$ cat config.mk
export PLATFORM = sky130hd
export DESIGN_NAME = result_collector
export DESIGN_NICKNAME = d
export VERILOG_FILES = /design/src/rtl/result_collector.sv
export SDC_FILE = /design/constraint.sdc
export NUM_CORES = 1
export LEC_CHECK = 0
export ABC_AREA = 1
export BUFFER_PORTS_ARGS = -buffer_cell sky130_fd_sc_hd__buf_2
export CORE_ASPECT_RATIO = 2
export CORE_MARGIN = 10
export CORE_UTILIZATION = 60
export CTS_BUF_LIST = sky130_fd_sc_hd__clkbuf_8
export DETAILED_ROUTE_END_ITERATION = 10
export GPL_ROUTABILITY_DRIVEN = 1
export PLACE_DENSITY = 0.84
export SLEW_MARGIN = 20
export SYNTH_ARGS = -nofsm -noshare
export SYNTH_HDL_FRONTEND = slang
export SYNTH_SLANG_ARGS = --single-unit
$ cat constraint.sdc
create_clock -name clk -period 15.65 [get_ports clk]
set_input_delay 1.565 -clock clk [delete_from_list [all_inputs] [get_ports clk]]
set_output_delay 1.565 -clock clk [all_outputs]
set_load 0.05 [all_outputs]
$ cat src/rtl/result_collector.sv
// rtl/result_collector.sv - tags finished systolic tiles with their C position and streams them to the result RAM
// Tiles are buffered in a small FIFO plus a registered write stage; occupancy counts both.
module result_collector #(
  parameter int WIDTH          = 16,
  parameter int CHUNK_SIZE     = 4,
  parameter int ROW_SIZE_MAT_C = 5,
  parameter int COL_SIZE_MAT_C = 3,
  parameter int FIFO_DEPTH     = 4,
  parameter int ADDR_WIDTH     = 16,
  parameter int COL_MAJOR      = 0
) (
  input  logic                          clk,
  input  logic                          rst,
  input  logic                          start,
  input  logic                          in_valid,
  input  logic [WIDTH*CHUNK_SIZE-1:0]   in_data,
  output logic                          wr_en,
  output logic [ADDR_WIDTH-1:0]         wr_addr,
  output logic [WIDTH*CHUNK_SIZE-1:0]   wr_data,
  input  logic                          wr_ack,
  output logic                          busy,
  output logic                          done,
  output logic                          overflow,
  output logic [ADDR_WIDTH-1:0]         tile_count
);

  localparam int DW    = WIDTH * CHUNK_SIZE;
  localparam int PTR_W = $clog2(FIFO_DEPTH);
  localparam int CNT_W = PTR_W + 1;
  localparam int MAX   = ROW_SIZE_MAT_C * COL_SIZE_MAT_C;

  typedef enum logic [1:0] {S_IDLE, S_COLLECT, S_DRAIN, S_DONE} state_t;

  state_t state, next_state;

  logic                  prev_valid;
  logic [ADDR_WIDTH-1:0] row_q, col_q, cap_addr;
  logic [PTR_W-1:0]      rd_ptr, wr_ptr;
  logic [CNT_W-1:0]      fifo_cnt, occ;
  logic [ADDR_WIDTH-1:0] mem_addr [FIFO_DEPTH];
  logic [DW-1:0]         mem_data [FIFO_DEPTH];

  logic capture, pop, full, in_collect, push, drop, load, clear, last_tile;

  always_comb begin
    capture    = in_valid & ~prev_valid;
    pop        = wr_en & wr_ack;
    occ        = fifo_cnt + CNT_W'(wr_en);
    full       = (occ == CNT_W'(FIFO_DEPTH));
    in_collect = (state == S_COLLECT);
    push       = capture & in_collect & (~full | pop);
    drop       = capture & ((in_collect & full & ~pop) | (state == S_DRAIN));
    // The write stage refills from the FIFO whenever it is empty or being acknowledged.
    load       = (~wr_en | pop) & (fifo_cnt != '0);
    clear      = start & ((state == S_IDLE) | (state == S_DONE));
    last_tile  = (tile_count == ADDR_WIDTH'(MAX - 1));
    busy       = (state == S_COLLECT) | (state == S_DRAIN);
    done       = (state == S_DONE);
  end

  always_comb begin
    if (COL_MAJOR != 0)
      cap_addr = col_q * ADDR_WIDTH'(ROW_SIZE_MAT_C) + row_q;
    else
      cap_addr = row_q * ADDR_WIDTH'(COL_SIZE_MAT_C) + col_q;
  end

  always_ff @(posedge clk) begin
    if (rst) state <= S_IDLE;
    else     state <= next_state;
  end

  always_comb begin
    next_state = state;
    case (state)
      S_IDLE:    if (start) next_state = S_COLLECT;
      S_COLLECT: if (capture && last_tile) next_state = S_DRAIN;
      S_DRAIN:   if (fifo_cnt == '0 && (!wr_en || pop)) next_state = S_DONE;
      S_DONE:    if (start) next_state = S_COLLECT;
      default:   next_state = S_IDLE;
    endcase
  end

  always_ff @(posedge clk) begin
    if (push) begin
      mem_addr[wr_ptr] <= cap_addr;
      mem_data[wr_ptr] <= in_data;
    end
  end

  always_ff @(posedge clk) begin
    if (rst) begin
      prev_valid <= 1'b0;
      row_q      <= '0;
      col_q      <= '0;
      tile_count <= '0;
      overflow   <= 1'b0;
      rd_ptr     <= '0;
      wr_ptr     <= '0;
      fifo_cnt   <= '0;
      wr_en      <= 1'b0;
      wr_addr    <= '0;
      wr_data    <= '0;
    end else begin
      prev_valid <= in_valid;
      if (clear) begin
        row_q      <= '0;
        col_q      <= '0;
        tile_count <= '0;
        overflow   <= 1'b0;
        rd_ptr     <= '0;
        wr_ptr     <= '0;
        fifo_cnt   <= '0;
        wr_en      <= 1'b0;
      end else begin
        // Dropped tiles still advance the position so later addresses stay correct.
        if (capture && in_collect) begin
          tile_count <= tile_count + ADDR_WIDTH'(1);
          if (col_q == ADDR_WIDTH'(COL_SIZE_MAT_C - 1)) begin
            col_q <= '0;
            row_q <= row_q + ADDR_WIDTH'(1);
          end else begin
            col_q <= col_q + ADDR_WIDTH'(1);
          end
        end
        if (drop) overflow <= 1'b1;
        if (push) wr_ptr <= wr_ptr + PTR_W'(1);
        if (load) begin
          wr_en   <= 1'b1;
          wr_addr <= mem_addr[rd_ptr];
          wr_data <= mem_data[rd_ptr];
          rd_ptr  <= rd_ptr + PTR_W'(1);
        end else if (pop) begin
          wr_en <= 1'b0;
        end
        fifo_cnt <= fifo_cnt + CNT_W'(push) - CNT_W'(load);
      end
    end
  end

endmodule

==> results.md <==
- #FFs+latches synth: 460
- R2r worst-path depth: 7
- Post-CTS setup buffers: 0
- Pwr/cell area: 164 nW/µm²
- Count of pins over their slew limit: 0
- Setup CP Type: input port to register
- Syn Area/Cell: ~11 µm²
- H-Tree Depth: 2
- Synth top area cells: edfxtp_1 51%, dfxtp_1 15%, o21ai_0 6.0%, nor2_1 4.3%, a21oi_1 3.6%
- Distinct cell type count after synthesis: 38
- Post-Syn Area: about 19000 µm²
- Buffers on Ports: ~170
- CTS Buf Count: 58
- Layout area overhead: 12.7%
- Sequential element share of the synthesized area: about two thirds
- Min Clock Period, post-route: approximately 3.7 ns
- Syn_nets: between 1500 and 2000
- Die height: approximately 270 µm
- Crit path DAT: 3.97 ns
- Max Root-Sink Buffers: 3
- DRC violations left: 0
- Footprint of the multi-input gates: 5580 µm²
- Final non-filler cell total: 2350
- Reg-to-reg slack, setup: around 12 ns
- Via count: about 13000
- Total power: about 3.5 mW
- Register area: ~12000 µm²
- Status: completed
- FF-to-FF End: mem_data[0][51]
- Share of Yosys cell area claimed by the top area cell type: 50.8%
- Worst-path cell chain: buf_2 > nand2_1 > nor2_8 > nand2_1 > nor2_4 > buf_4
- Slowest cell delay on critical path: 0.77 ns
- RSZ-0062 raised after global routing: false
- Post-synth top area cell: edfxtp_1
- Worst Path Max Fanout: 54
- Clk_skew: around 0.04 ns
- Vias in the first global route: approximately 13000
- RR Startpoint: wr_en
- Clock sinks: between 400 and 500
- DRT Pass-1 Iters: 5
- Root Driver: clkbuf_8
- Crit end category: register
- Drt wl/cell: roughly 17 µm
- Largest delay contributor family on the critical path: simple AND/OR/NAND/NOR gates
- Max transition margin: a little under a third
- Maximum vdd drop: between 90 and 100 µV
- Antenna violations before repair: 8
- Detailed Route WL: 39600 µm
- Post-route ant nets: 0
- Most frequent cell after synthesis: edfxtp_1
- Hold path cells: 2
- Ys Warns: 0
- Number of flops mapped to enable cells by yosys: between 300 and 400
- Post-Place Worst Slack: 11.27 ns
- Hold Path Class: register to register
- IO Count: approximately 170
- CORE AREA: approximately 31000 µm²
- Number of standard cells after synthesis: between 1500 and 2000
- Clock-pin slew on the worst setup and hold paths: 0.07 ns
- Post-CTS sizing: 0
- CP max-delay cell: nor2_4
- Initial Util: 60.4%
- Final Hold Slack: between 0.4 and 0.5 ns
- Vias per std cell: between 5 and 6
- Die W: around 150 µm
- Fmax: 268 MHz
- Bufs and invs on worst path: 2
- Fillcell total: between 2000 and 2500
- Worst Slack Setup Final: about 12 ns
- Ys flop type: edfxtp_1
- Max Cap Viol: 0
- Leakage: between 8 and 9 nW
- Worst-Skew Late Latency: around 0.64 ns
- Hold Crit Start: wr_data[12]
- Final setup viols: 0
- Routability Congestion: about 0.85
- Largest net degree at the start of global routing: between 80 and 90
- Die area: 39500 µm²
- TritonCTS clock tree: built
- Fin nets: between 2000 and 2500
- Total GRT Usage: 19.6%
- Share of cells above drive strength 1: between 15 and 20%
- Async S/R FF share, synth: 0%
- Dpl cells: 2235
- Worst-margin pin slew: between 1 and 1.5 ns
- Final period utilization: a little under a quarter
- Top cell by count, worst path: nand2_1
- First-pass GRT wire length: 63800 µm
- Setup TNS Final: 0 ns
- Hold buffers post-CTS: 0
- Detailed router's first-iteration violation count: just over 900
- Detailed Place HPWL: about 25000 µm
- Crit path launch type: input port
- Cell Rows: 92
- Fin. Hold Viols: 0
- Total gr overflow: 0
- Synth cell count leaders: 320 x edfxtp_1, 227 x o21ai_0, 217 x nor2_1
- Critical Path RT: roughly 16 ns
- WHS Endpoint: wr_data[12]
[layout make-up]
type,instances,area share [%]
Antenna cell,10,0.117
Inverter,159,2.81
Sequential cell,460,58.2
Clock inverter,43,1.85
Multi-Input combinational cell,1014,26.2
Timing Repair Buffer,179,4.33
Clock buffer,62,4.00
Tap cell,423,2.48
[registers in the layout, indices dropped and copies added (netlist names), 3 cells and up]
register and flops:
mem_addr 64, mem_data 256, fifo_cnt 3, wr_addr 16, row_q 16, wr_data 64
col_q 16, tile_count 16
[stage by stage]
stage | area (µm²) | utilization [%]
3_5_place_dp | 20000 | 64.0
3_3_place_gp | 20000 | 64.0
6_report | 21300 | 68.1
4_1_cts | 21300 | 68.0
2_1_floorplan | 18900 | -
5_1_grt | 21300 | 68.1
[worst max-delay path by stage]
stage,startpoint,to,slack (ns),cells past startpoint
floorplan,in_valid,mem_addr[0][0],9.79,4
global placement,in_valid,mem_addr[0][0],11.32,6
detailed placement,in_valid,mem_addr[0][2],11.27,6
CTS,in_valid,mem_data[0][49],11.92,6
global route,in_valid,mem_data[0][49],11.72,6
finish,in_valid,mem_data[0][51],11.91,6
[power breakdown]
group / internal (mW) / total [mW] / switching (mW)
combinational: 0.255 / 1.05 / 0.800
sequential: 1.44 / 1.53 / 0.0858
clock: 0.499 / 0.914 / 0.415
total: 2.19 / 3.49 / 1.30
[layer usage]
| layer | vias to the layer above | routed length (µm) | track usage (%) |
|---|---|---|---|
| li1 | 6304 | - | - |
| met5 | - | 34 | 0 |
| met3 | 85 | 2420 | 3.97 |
| met2 | 412 | 20700 | 35.1 |
| met1 | 6077 | 15500 | 22.1 |
| met4 | 6 | 1040 | 8.77 |
[cells by family after synthesis]
family	share of synthesized area, %
flops	65.6
compound gates	13.4
xor+xnor	1.48
buf+inv	5.11
fa+ha+maj	4.60
simple gates	9.77
[worst reg2reg max path, stage by stage (launching register included)]
cell and delay [ns]:
dfxtp_1 0.33, ha_1 0.20, ha_1 0.18, or2_2 0.27
nand4_1 0.13, nand2_1 0.32, nor2_4 0.78, buf_4 0.79
[cell usage in the layout, fill, tap and decap left out, drive strengths merged, types with 8 or more instances in the layout]
master  instances
inv           173
edfxtp        320
xnor2          14
nand2         142
clkbuf         62
ha             44
diode          10
buf           179
bufinv          8
fa             16
clkinv         18
xor2           18
a21oi         135
dfxtp         140
o21ai         258
nand4          11
nor3           19
nand3          36
o22ai          80
nor2          226
Note: power is estimated with default switching activity, not from simulation.
